$ cat src/rtl/serial_add_pkg.sv
// -----------------------------------------------------------------------------
// serial_add_pkg
// Shared types and helpers for the bit-serial adder sequencer.
//   state_e       : controller FSM states (IDLE, RUN, DONE)
//   DEFAULT_WIDTH : default operand/result width
//   cnt_width()   : bit-counter width needed to count WIDTH processed bits
// Optional feature macro used by the top level: SERIAL_ADD_OVF_EN
// -----------------------------------------------------------------------------
package serial_add_pkg;

   typedef enum logic [1:0] {
      IDLE = 2'd0,
      RUN  = 2'd1,
      DONE = 2'd2
   } state_e;

   localparam int DEFAULT_WIDTH = 8;

   // Counter must hold 0..w-1. Never narrower than one bit.
   function automatic int cnt_width(input int w);
      int cw;
      cw = $clog2(w);
      if (cw < 1) begin
         cw = 1;
      end
      return cw;
   endfunction

endpackage : serial_add_pkg

$ cat src/rtl/serial_add_ctrl_fulladder.sv
// -----------------------------------------------------------------------------
// fulladder
// 1-bit full-adder cell, purely combinational. Shared by the serial adder,
// which reuses it once per bit position.
// Ports:
//   a, b  : operand bits
//   cin   : carry in
//   sum   : a ^ b ^ cin
//   cout  : majority(a, b, cin)
// -----------------------------------------------------------------------------
module fulladder
   import serial_add_pkg::*;
(
   input  logic a,
   input  logic b,
   input  logic cin,
   output logic sum,
   output logic cout
);

   assign sum  = a ^ b ^ cin;
   assign cout = (a & b) | (a & cin) | (b & cin);

endmodule : fulladder

$ cat src/rtl/serial_add_ctrl.sv
// -----------------------------------------------------------------------------
// serial_add_ctrl
// Bit-serial adder sequencer. One 1-bit full adder is time-shared over WIDTH
// clock edges to compute {cout, sum} = a + b + cin, LSB first, with a carry
// flop chaining the bit positions.
// Ports:
//   clk, rst_n          : clock (rising edge), asynchronous active-low reset
//   in_valid / in_ready : operand handshake (in_ready high only in IDLE)
//   a, b, cin           : operands and carry-in
//   out_valid/out_ready : result handshake (out_valid high only in DONE)
//   sum, cout           : registered result, held until the next run
//   ovf                 : signed overflow flag (only with SERIAL_ADD_OVF_EN)
//   busy                : high while bits are being processed (RUN)
// Optional feature: define SERIAL_ADD_OVF_EN to add the ovf output.
// -----------------------------------------------------------------------------
module serial_add_ctrl
   import serial_add_pkg::*;
#(
   parameter int WIDTH = DEFAULT_WIDTH
)
(
   input  logic             clk,
   input  logic             rst_n,
   input  logic             in_valid,
   output logic             in_ready,
   input  logic [WIDTH-1:0] a,
   input  logic [WIDTH-1:0] b,
   input  logic             cin,
   output logic             out_valid,
   input  logic             out_ready,
   output logic [WIDTH-1:0] sum,
   output logic             cout,
`ifdef SERIAL_ADD_OVF_EN
   output logic             ovf,
`endif
   output logic             busy
);

   localparam int CNT_W = cnt_width(WIDTH);

   state_e           state_q, state_d;
   logic [WIDTH-1:0] a_sh_q, a_sh_d;
   logic [WIDTH-1:0] b_sh_q, b_sh_d;
   logic [WIDTH-1:0] sum_q, sum_d;
   logic             carry_q, carry_d;
   logic             cout_q, cout_d;
   logic [CNT_W-1:0] cnt_q, cnt_d;
`ifdef SERIAL_ADD_OVF_EN
   logic             ovf_q, ovf_d;
`endif

   logic fa_sum;
   logic fa_cout;
   logic last_bit;

   // Shared datapath: always fed from the LSBs of the shift registers.
   fulladder u_fa (
      .a    (a_sh_q[0]),
      .b    (b_sh_q[0]),
      .cin  (carry_q),
      .sum  (fa_sum),
      .cout (fa_cout)
   );

   // The edge seen with cnt == WIDTH-1 processes the MSB.
   assign last_bit = (cnt_q == CNT_W'(WIDTH - 1));

   // ---------------------------------------------------------------- FSM: state register
   always_ff @(posedge clk or negedge rst_n) begin
      if (!rst_n) begin
         state_q <= IDLE;
      end else begin
         state_q <= state_d;
      end
   end

   // ---------------------------------------------------------------- FSM: next state
   always_comb begin
      state_d = state_q;
      case (state_q)
         IDLE:    if (in_valid)  state_d = RUN;
         RUN:     if (last_bit)  state_d = DONE;
         DONE:    if (out_ready) state_d = IDLE;
         default:                state_d = IDLE;
      endcase
   end

   // ---------------------------------------------------------------- FSM: outputs
   // Decoded from state only, so no combinational path from the handshake inputs.
   always_comb begin
      in_ready  = 1'b0;
      out_valid = 1'b0;
      busy      = 1'b0;
      case (state_q)
         IDLE:    in_ready  = 1'b1;
         RUN:     busy      = 1'b1;
         DONE:    out_valid = 1'b1;
         default: ;
      endcase
   end

   // ---------------------------------------------------------------- datapath next state
   always_comb begin
      a_sh_d  = a_sh_q;
      b_sh_d  = b_sh_q;
      sum_d   = sum_q;
      carry_d = carry_q;
      cout_d  = cout_q;
      cnt_d   = cnt_q;
`ifdef SERIAL_ADD_OVF_EN
      ovf_d   = ovf_q;
`endif
      case (state_q)
         IDLE: begin
            if (in_valid) begin
               a_sh_d  = a;
               b_sh_d  = b;
               carry_d = cin;
               cnt_d   = '0;
            end
         end
         RUN: begin
            a_sh_d  = a_sh_q >> 1;
            b_sh_d  = b_sh_q >> 1;
            // Result bits arrive LSB first, so they enter at the top and
            // reach their final position after WIDTH shifts.
            sum_d   = {fa_sum, sum_q[WIDTH-1:1]};
            carry_d = fa_cout;
            cnt_d   = cnt_q + CNT_W'(1);
            if (last_bit) begin
               cout_d = fa_cout;
`ifdef SERIAL_ADD_OVF_EN
               // carry_q is the carry into the MSB; differing carries in and
               // out of the sign bit mean two's-complement overflow.
               ovf_d  = carry_q ^ fa_cout;
`endif
            end
         end
         default: ;
      endcase
   end

   // ---------------------------------------------------------------- datapath registers
   always_ff @(posedge clk or negedge rst_n) begin
      if (!rst_n) begin
         a_sh_q  <= '0;
         b_sh_q  <= '0;
         sum_q   <= '0;
         carry_q <= 1'b0;
         cout_q  <= 1'b0;
         cnt_q   <= '0;
`ifdef SERIAL_ADD_OVF_EN
         ovf_q   <= 1'b0;
`endif
      end else begin
         a_sh_q  <= a_sh_d;
         b_sh_q  <= b_sh_d;
         sum_q   <= sum_d;
         carry_q <= carry_d;
         cout_q  <= cout_d;
         cnt_q   <= cnt_d;
`ifdef SERIAL_ADD_OVF_EN
         ovf_q   <= ovf_d;
`endif
      end
   end

   assign sum  = sum_q;
   assign cout = cout_q;
`ifdef SERIAL_ADD_OVF_EN
   assign ovf  = ovf_q;
`endif

endmodule : serial_add_ctrl

$ cat config.mk
export PLATFORM = sky130hd
export DESIGN_NAME = serial_add_ctrl
export DESIGN_NICKNAME = d
export VERILOG_FILES = /design/src/rtl/serial_add_pkg.sv /design/src/rtl/serial_add_ctrl_fulladder.sv /design/src/rtl/serial_add_ctrl.sv
export SDC_FILE = /design/constraint.sdc
export NUM_CORES = 1
export LEC_CHECK = 0
export ABC_AREA = 1
export ABC_CLOCK_PERIOD_IN_PS = 2900
export CAP_MARGIN = 20
export CORE_MARGIN = 5
export CORE_UTILIZATION = 33
export CTS_BUF_LIST = sky130_fd_sc_hd__clkbuf_2
export DETAILED_ROUTE_END_ITERATION = 8
export HOLD_SLACK_MARGIN = 0.15
export SLEW_MARGIN = 20
export SYNTH_ARGS = -nofsm -noshare
export SYNTH_HDL_FRONTEND = slang
export SYNTH_SLANG_ARGS = --single-unit
$ cat constraint.sdc
create_clock -name clk -period 2.9 [get_ports clk]
set_input_delay 0.58 -clock clk [delete_from_list [all_inputs] [get_ports clk]]
set_output_delay 0.58 -clock clk [all_outputs]
set_load 0.02 [all_outputs]
==> out/results.md, run 1 <==
| Metric | Value | Unit |
|:---|:---|:---|
| Worst reg2reg path depth | 5 | - |
| Gr ovfl total | 0 | - |
| Pwr Total | 1830 | uW |
| Number of remaining DRC errors | 0 | - |
| Count of port buffers added during placement | 32 | - |
| First-pass iteration count of the detailed router | 4 | - |
| DRT iter0 DRCs | 52 | - |
| All-Layer GR Usage | 0.109 | - |
| Flop pwr share | 0.411 | - |
| Final worst setup slack | 0.471 | ns |
| Startpoint Class | register | - |
| Hold path startpoint | cnt_q[0]$_DFFE_PN0P_ | - |
| Clock-pin slew on the worst setup and hold paths | 0.16 | ns |
| Reg2Reg Capture Point | a_sh_q[0]$_DFFE_PN0P_ | - |
| Cell area after layout | 1900 | um^2 |
| Die boundary height | 77.1 | um |
| WL per Instance | 10.7 | um |
| Initial core utilization | 0.341 | - |
| CTS buffer count | 5 | - |
| Cell Rows | 24 | - |
| Hold buffer count at CTS | 0 | - |
| Crit-path slowest cell | clkdlybuf4s50_1 | - |
| Static Leak | 0.00104 | uW |
| Ports placed on the boundary | 33 | - |
| Clock insertion delay at the later pin of the skew report | 0.37 | ns |
| Pre-CTS WS | 0.891 | ns |
| Path type of the worst setup path | reg2out | - |
| Most common cell after layout, fill and taps aside | nand2_1 | - |
| Final hold viol count | 0 | - |
| Overall die width | 77.1 | um |
| Wire length of the first global-routing pass | 5180 | um |
| Critical path buffer and inverter count | 1 | - |
| Final RePlAce weighted congestion | 0.713 | - |
| Switching share of power | 0.421 | - |
| Cell area after placement | 1860 | um^2 |
| Cell count after synthesis | 193 | - |
| Pwr/cell area | 965 | nW/um^2 |
| Vias per inst | 4.35 | - |
| CTS max path bufs | 2 | - |
| HP Class | reg2reg | - |
| Worst hold path depth | 1 | - |
| Total clock sinks | 31 | - |
| Most frequent cells in the layout | nand2_1, inv_1, clkdlybuf4s50_1 | - |
| Slew Limit Fails | 0 | - |
| Post-cts sizing count | 0 | - |
| Final nets | 253 | - |
| Setup total negative slack | 0 | ns |
| Via count of the first global-routing pass | 1164 | - |
| Area growth syn-to-layout | 27.7 | % |
| Final worst-path cycle share | 0.838 | - |
| Element type at the critical path end | primary output | - |
| Critical path data arrival time | 1.85 | ns |
| Number of H-tree branching levels | 2 | - |
| Number of setup violations in the final report | 0 | - |
| Period minus WS final | 2.43 | ns |
| HPWL after DPL | 2170 | um |
| Number of vias after detailed routing | 1228 | - |
| Endpoint of the worst hold-timing path | cnt_q[0]$_DFFE_PN0P_ | - |
| Internal power | 1060 | uW |
| Die Area | 5950 | um^2 |
| Netlist area before placement | 1490 | um^2 |
| Sequential-to-total area share from yosys stat | 0.522 | - |
| Slowest Stage Delay on Critical Path | 0.64 | ns |
| Area of the core | 4350 | um^2 |
| Critical path depth in cells | 2 | - |
| CTS root buf | clkbuf_2 | - |
| Clk_skew | 0.0245 | ns |
| Relative max-transition margin | 0.706 | - |
| Unrepaired setup endpoints after global routing | false | - |
| Combinational fraction of design power | 0.473 | - |
| Share of layout cells above drive strength 1 | 0.0696 | - |
| TritonCTS clock tree | done | - |
| Switching power total | 771 | uW |
| Antenna violations before repair | 0 | - |
| Post-route worst hold slack | 0.491 | ns |
| Per-instance average area after synthesis | 7.70 | um^2 |
| # Max-Cap Violations | 0 | - |
| Number of warnings reported in the yosys synthesis log | 0 | - |
| Result of the run | completed | - |
| Largest net degree at the start of global routing | 32 | - |
| Count of different cell masters after synthesis | 17 | - |
| Category of cells accounting for the largest share of critical-path delay | buffers and inverters | - |
| Detail Route Antenna Nets | 0 | - |
| Synthesized net count | 217 | - |
| Final Routed Wirelength | 3010 | um |
| Transition time at the pin with the least slew margin | 0.441 | ns |
| Highest achievable clock rate | 0.412 | GHz |
| Clock network fraction of design power | 0.115 | - |
| Antenna cell count | 0 | - |
| IR Drop Worst-Case VDD | 0.000290 | V |
| Number of synthesized register bits | 31 | - |
| FF-to-FF setup slack | 1.28 | ns |
| Cells traversed along the worst timing path | nor2_1 > clkdlybuf4s50_1 | - |
| Required time worst endpoint | 2.32 | ns |
| Number of setup buffers added after CTS | 0 | - |
| Top fanout value on the critical path | 13 | - |
| Startpoint of the worst-slack reg-to-reg timing path | state_q[0]$_DFFE_PN0P_ | - |
## metal layers
layer	wire (um)	global-route usage	up-vias
met5	0	0	-
met4	76	0.0619	0
met3	175	0.0351	7
met2	1230	0.151	28
met1	1530	0.149	546
li1	-	-	647
## power groups by stage
stage / sequential [uW] / combinational, uW / clock, uW
final: 753 / 867 / 211
after global routing: 776 / 1010 / 234
after CTS: 756 / 889 / 219
after detailed placement: 764 / 887 / 0
after global placement: 758 / 867 / 0
after floorplan: 799 / 541 / 0
## registers in the layout (all words and copies together) (netlist names)
signal,flops
b_sh_q,8
cnt_q,3
carry_q,1
a_sh_q,8
sum,8
state_q,2
cout,1
## synthesized netlist by cell type
cell type	number	area share
inv_1	34	0.086
buf_6	1	0.0076
buf_2	5	0.017
a21oi_1	2	0.0067
fa_1	1	0.013
buf_4	1	0.0051
dfrtp_1	31	0.52
o21ai_0	9	0.030
inv_2	1	0.0025
o31ai_1	1	0.0051
nor2_1	4	0.010
nand2_4	1	0.0076
inv_4	1	0.0042
ha_1	2	0.017
nand2_1	81	0.20
nand2_2	1	0.0042
nand3_1	17	0.057
## layout make-up
cell class,instances,area [um^2]
Fill cell,476,2460
Sequential cell,31,776
Multi-Input combinational cell,119,529
Timing Repair Buffer,36,350
Inverter,36,138
Tap cell,52,65.1
Clock buffer,7,35.0
Clock inverter,1,5.00
## metrics by stage
step                 util  instances
floorplan               -        193
finish              0.436        282
global route        0.436        282
CTS                 0.436        282
detailed placement  0.427        274
global placement    0.427        274
## logic make-up (layout without fill, tap and decap cells)
kind of cell / count (synthesis) / count (layout) / share of synthesized area
DFF: 31 / 31 / 0.522
adders and majority gates: 3 / 3 / 0.0303
buffers and inverters: 43 / 80 / 0.122
AOI/OAI and AO/OA: 12 / 12 / 0.0421
and+or+nand+nor: 104 / 104 / 0.284
## worst max-delay path by stage
stage | start | to | slack [ns]
finish | state_q[0]$_DFFE_PN0P_ | in_ready | 0.47
floorplan | state_q[0]$_DFFE_PN0P_ | out_valid | 1.31
detailed placement | state_q[0]$_DFFE_PN0P_ | busy | 0.89
global route | state_q[0]$_DFFE_PN0P_ | busy | 0.33
CTS | state_q[0]$_DFFE_PN0P_ | in_ready | 0.45
global placement | state_q[0]$_DFFE_PN0P_ | busy | 0.90
## worst reg2reg max path: stages, from the launching register on
cell,delay [ns]
dfrtp_1,0.65
nand2_2,0.31
nand2_4,0.29
inv_4,0.14
nand2_1,0.08
nand2_1,0.05
No activity file was read; power rests on OpenSTA's default activity.
==> inputs of run 2 (changes only) <==
ABC_CLOCK_PERIOD_IN_PS = 2400   (was 2900)
clock period = 2.4 ns   (was 2.9 ns; I/O delays follow)
==> run 2 against run 1 <==
  * Register-to-register slack worse by 0.24 ns
  * Utilization stayed put
  * Global-route usage hardly changed
  * Via count hardly changed
  * Critical path type unchanged
  * Critical endpoint is now busy
  * Highest routed layer unchanged
  * Combinational power is 25% higher
  * Power is 22% higher
  * Worst hold slack better by 0.0043 ns
  * Largest cell class unchanged
  * Critical path depth is 1 higher
  * Sequential power is 19% higher
  * Non-clock buffer count stayed put
==> out/results.md, run 2 (synthesis gave the netlist of run 1 again) <==
| Metric | Value | Unit |
|:---|:---|:---|
| Count of port buffers added during placement | 32 | - |
| Startpoint of the worst-slack reg-to-reg timing path | state_q[0]$_DFFE_PN0P_ | - |
| Most common cell after layout, fill and taps aside | nand2_1 | - |
| Die Area | 5950 | um^2 |
| Area of the core | 4350 | um^2 |
| Worst reg2reg path depth | 6 | - |
| Number of H-tree branching levels | 2 | - |
| Antenna violations before repair | 0 | - |
| Switching power total | 943 | uW |
| Number of setup violations in the final report | 0 | - |
| Final RePlAce weighted congestion | 0.701 | - |
| TritonCTS clock tree | done | - |
| Startpoint Class | register | - |
| Critical path data arrival time | 1.67 | ns |
| Relative max-transition margin | 0.739 | - |
| Most frequent cells in the layout | nand2_1, inv_1, clkdlybuf4s50_1 | - |
| Final Routed Wirelength | 3090 | um |
| Path type of the worst setup path | reg2out | - |
| Transition time at the pin with the least slew margin | 0.391 | ns |
| Largest net degree at the start of global routing | 32 | - |
| Static Leak | 0.00104 | uW |
| Via count of the first global-routing pass | 1116 | - |
| Clock network fraction of design power | 0.115 | - |
| Final worst-path cycle share | 0.895 | - |
| Hold buffer count at CTS | 0 | - |
| Ports placed on the boundary | 33 | - |
| Slowest Stage Delay on Critical Path | 0.66 | ns |
| Clock-pin slew on the worst setup and hold paths | 0.16 | ns |
| Share of layout cells above drive strength 1 | 0.0696 | - |
| Final standard cell utilization of the core | 0.436 | - |
| Total clock sinks | 31 | - |
| WL per Instance | 11.0 | um |
| IR Drop Worst-Case VDD | 0.000500 | V |
| Switching share of power | 0.423 | - |
| FF-to-FF setup slack | 1.04 | ns |
| Clk_skew | 0.0116 | ns |
| Antenna cell count | 0 | - |
| CTS buffer count | 5 | - |
| DRT iter0 DRCs | 62 | - |
| Clock insertion delay at the later pin of the skew report | 0.36 | ns |
| Internal power | 1280 | uW |
| HPWL after DPL | 2090 | um |
| Setup total negative slack | 0 | ns |
| Crit-path slowest cell | clkdlybuf4s50_1 | - |
| Element type at the critical path end | primary output | - |
| Slew Limit Fails | 0 | - |
| Initial core utilization | 0.341 | - |
| Die boundary height | 77.1 | um |
| CTS root buf | clkbuf_2 | - |
| Highest achievable clock rate | 0.466 | GHz |
| Period minus WS final | 2.15 | ns |
| CTS max path bufs | 2 | - |
| Reg2Reg Capture Point | a_sh_q[0]$_DFFE_PN0P_ | - |
| Wire length of the first global-routing pass | 5160 | um |
| Combinational fraction of design power | 0.485 | - |
| First-pass iteration count of the detailed router | 4 | - |
| Pwr/cell area | 1170 | nW/um^2 |
| Required time worst endpoint | 1.92 | ns |
| Result of the run | completed | - |
| HP Class | in2async | - |
| Flop pwr share | 0.401 | - |
| FILL cells | 456 | - |
| Final nets | 253 | - |
| Post-cts sizing count | 0 | - |
| Unrepaired setup endpoints after global routing | false | - |
| # Max-Cap Violations | 0 | - |
| Number of remaining DRC errors | 0 | - |
| Detail Route Antenna Nets | 0 | - |
| Gr ovfl total | 0 | - |
| Category of cells accounting for the largest share of critical-path delay | buffers and inverters | - |
| Critical path buffer and inverter count | 2 | - |
| Final hold viol count | 0 | - |
| Area occupied by multi-input gates | 529 | um^2 |
| Vias per inst | 4.35 | - |
| Overall die width | 77.1 | um |
| Number of vias after detailed routing | 1227 | - |
| Top fanout value on the critical path | 4 | - |
| Area growth syn-to-layout | 27.7 | % |
| Cells traversed along the worst timing path | inv_1 > nor2_1 > clkdlybuf4s50_1 | - |
| Cell Rows | 24 | - |
| Number of setup buffers added after CTS | 0 | - |
| All-Layer GR Usage | 0.109 | - |
| Combined flip-flop and latch cell area | 776 | um^2 |
## run 2: cell counts in the layout (fill, tap and decap cells not counted)
No cell type changed its count.
## run 2: metal layers
layer  wire length, um  vias up  GRT usage
met5                 0        -          0
met4                27        0     0.0412
met3               243        2     0.0468
met2              1310       35      0.159
met1              1510      545      0.143
li1                  -      645          -
## run 2: worst max-delay path by stage
| stage | from | endpoint | slack, ns | cells after the start |
|---|---|---|---|---|
| 3_3_place_gp | state_q[1]$_DFFE_PN0P_ | busy | 0.66 | 2 |
| 2_1_floorplan | state_q[0]$_DFFE_PN0P_ | out_valid | 0.91 | 3 |
| 5_1_grt | state_q[0]$_DFFE_PN0P_ | busy | 0.1 | 3 |
| 6_report | state_q[0]$_DFFE_PN0P_ | busy | 0.25 | 3 |
| 4_1_cts | state_q[1]$_DFFE_PN0P_ | busy | 0.23 | 2 |
| 3_5_place_dp | state_q[0]$_DFFE_PN0P_ | busy | 0.68 | 3 |
## run 2: per-stage QoR
step	area, um^2	setup WS (ns)	hold slack, ns	instances	total power [uW]
2_1_floorplan	1490	0.906	0.184	193	1620
3_3_place_gp	1860	0.661	0.461	274	1970
3_5_place_dp	1860	0.680	0.465	274	2000
4_1_cts	1900	0.231	0.484	282	2260
5_1_grt	1900	0.0996	0.498	282	2440
6_report	1900	0.252	0.496	282	2230
## run 2: power groups by stage
stage | registers [uW] | logic, uW | clock network (uW)
3_3_place_gp | 901 | 1070 | 0
2_1_floorplan | 965 | 654 | 0
5_1_grt | 920 | 1230 | 294
4_1_cts | 895 | 1100 | 270
3_5_place_dp | 906 | 1090 | 0
6_report | 893 | 1080 | 255
## run 2: final cells by class
type	count	share of cell area
timing repair buffer	36	0.185
inverter	36	0.0725
multi-input combinational	119	0.279
tap	52	0.0343
sequential	31	0.409
clock buffer	7	0.0185
clock inverter	1	0.00264
## run 2: worst register-to-register path: cells and delay by family, from the launching register on
kind / cells / cell delay [ns]
buf+inv: 2 / 0.48
flops: 1 / 0.44
simple gates: 4 / 0.35
==> inputs of run 3 (changes only) <==
CORE_MARGIN = not set   (was 5)
==> run 3 against run 2 <==
  * Design area fell by 0.40%
  * Utilization shrank 0.17 points
  * Count of clock-buffer cells in the layout is 1 lower
  * Highest routed layer unchanged
  * Sequential power up 0.9%
==> out/results.md, run 3 (synthesis gave the netlist of run 1 again) <==
| Metric | Value | Unit |
|:---|:---|:---|
| Result of the run | completed | - |
| Most common cell after layout, fill and taps aside | nand2_1 | - |
| Transition time at the pin with the least slew margin | 0.474 | ns |
| Top fanout value on the critical path | 10 | - |
| Critical path buffer and inverter count | 2 | - |
| Pwr Total | 2190 | uW |
| Crit-path slowest cell | clkdlybuf4s50_1 | - |
| Unrepaired setup endpoints after global routing | false | - |
| Met2 Resource Use GR | 0.223 | - |
| HPWL after DPL | 2010 | um |
| # Max-Cap Violations | 0 | - |
| Detail Route Antenna Nets | 0 | - |
| Number of H-tree branching levels | 2 | - |
| Path type of the worst setup path | reg2out | - |
| FF-to-FF setup slack | 0.56 | ns |
| Via count of the first global-routing pass | 1178 | - |
| Period minus WS final | 2.24 | ns |
| Critical path data arrival time | 1.76 | ns |
| Pwr/cell area | 1160 | nW/um^2 |
| Number of vias after detailed routing | 1224 | - |
| Die Area | 4780 | um^2 |
| All-Layer GR Usage | 0.142 | - |
| Most frequent cells in the layout | nand2_1, inv_1, clkdlybuf4s50_1 | - |
| Non-Filler Instances | 281 | - |
| DRT iter0 DRCs | 56 | - |
| Largest net degree at the start of global routing | 32 | - |
| Cell Count Post-Placement | 273 | - |
| Cells traversed along the worst timing path | inv_1 > nor2_1 > clkdlybuf4s50_1 | - |
| Vias per inst | 4.36 | - |
| Required time worst endpoint | 1.92 | ns |
| Clock-pin slew on the worst setup and hold paths | 0.16 | ns |
| Cell Rows | 24 | - |
| Antenna cell count | 0 | - |
| Global-route track usage on met1 | 0.181 | - |
| Number of remaining DRC errors | 0 | - |
| CTS root buf | clkbuf_2 | - |
| Clk_skew | 0.0155 | ns |
| Die boundary height | 69.1 | um |
| Routing layer with the top usage in global route | met2 | - |
| FILL cells | 444 | - |
| Post-route worst hold slack | 0.483 | ns |
| Slowest Stage Delay on Critical Path | 0.63 | ns |
| Ports placed on the boundary | 33 | - |
| Initial core utilization | 0.341 | - |
| Global routing usage on met3 | 0.0409 | - |
| Gr ovfl total | 0 | - |
| Wire length of the first global-routing pass | 5310 | um |
| Share of layout cells above drive strength 1 | 0.0611 | - |
| Slew Limit Fails | 0 | - |
| HP Class | in2async | - |
| Final RePlAce weighted congestion | 0.780 | - |
| First-pass iteration count of the detailed router | 4 | - |
| CTS max path bufs | 2 | - |
| Element type at the critical path end | primary output | - |
| Final nets | 252 | - |
| Area of the core | 4350 | um^2 |
| Final worst-path cycle share | 0.932 | - |
| Clock insertion delay at the later pin of the skew report | 0.36 | ns |
| Final Routed Wirelength | 2950 | um |
| IR Drop Worst-Case VDD | 0.000314 | V |
| Combined flip-flop and latch cell area | 776 | um^2 |
| Relative max-transition margin | 0.683 | - |
| Area occupied by multi-input gates | 532 | um^2 |
| Overall die width | 69.1 | um |
| Number of setup violations in the final report | 0 | - |
| Antenna violations before repair | 0 | - |
| Count of port buffers added during placement | 32 | - |
| Highest achievable clock rate | 0.447 | GHz |
| Total clock sinks | 31 | - |
| WL per Instance | 10.5 | um |
| Hold buffer count at CTS | 0 | - |
| TritonCTS clock tree | done | - |
| CTS buffer count | 5 | - |
| Category of cells accounting for the largest share of critical-path delay | buffers and inverters | - |
| Final hold viol count | 0 | - |
| Setup total negative slack | 0 | ns |
| Startpoint Class | register | - |
| Static Leak | 0.00103 | uW |
| Area growth syn-to-layout | 27.2 | % |
run 3: cell type report:
| cell class | instances | share of cell area |
|---|---|---|
| clock buffer | 6 | 0.0159 |
| clock inverter | 2 | 0.00397 |
| sequential | 31 | 0.410 |
| timing repair buffer | 35 | 0.181 |
| multi-input combinational | 119 | 0.281 |
| inverter | 36 | 0.0728 |
| tap | 52 | 0.0344 |
run 3: path summary, 6_finish.rpt:
check                                    endpoint  cells past startpoint              startpoint
max reg2reg                 a_sh_q[0]$_DFFE_PN0P_                      6  state_q[0]$_DFFE_PN0P_
max in group asynchronous   a_sh_q[1]$_DFFE_PN0P_                      2                   rst_n
min reg2reg                 a_sh_q[1]$_DFFE_PN0P_                      2   a_sh_q[1]$_DFFE_PN0P_
max                                          busy                      3  state_q[0]$_DFFE_PN0P_
min                        state_q[0]$_DFFE_PN0P_                      2                   rst_n
min in group clk            a_sh_q[1]$_DFFE_PN0P_                      2   a_sh_q[1]$_DFFE_PN0P_
run 3: metrics by stage:
stage	area (um^2)	setup slack [ns]	utilization
4_1_cts	1890	0.0867	0.434
6_report	1890	0.164	0.434
3_5_place_dp	1850	0.537	0.425
3_3_place_gp	1850	0.571	0.425
2_1_floorplan	1490	0.906	-
5_1_grt	1890	0.0214	0.434
run 3: worst reg2reg max path, stage by stage, from the launching register on:
cell and delay (ns):
dfrtp_1 0.56, buf_4 0.26, nand2_2 0.31, nand2_4 0.32
inv_4 0.15, nand2_1 0.09, nand2_1 0.05
run 3: metal layers:
metal / part of all wire / wire [um]
met5: 0 / 0
met4: 0.015 / 45
met3: 0.052 / 153
met2: 0.45 / 1310
met1: 0.49 / 1440
run 3: timing repair:
action	4_1_cts	5_1_grt
endpoints found under the setup margin	0	1
gates resized for setup	0	1
setup buffers	0	0
run 3: power breakdown:
group          total [uW]  switching [uW]  internal, uW
sequential            901             144           757
combinational        1040             607           436
clock                 244             174          70.1
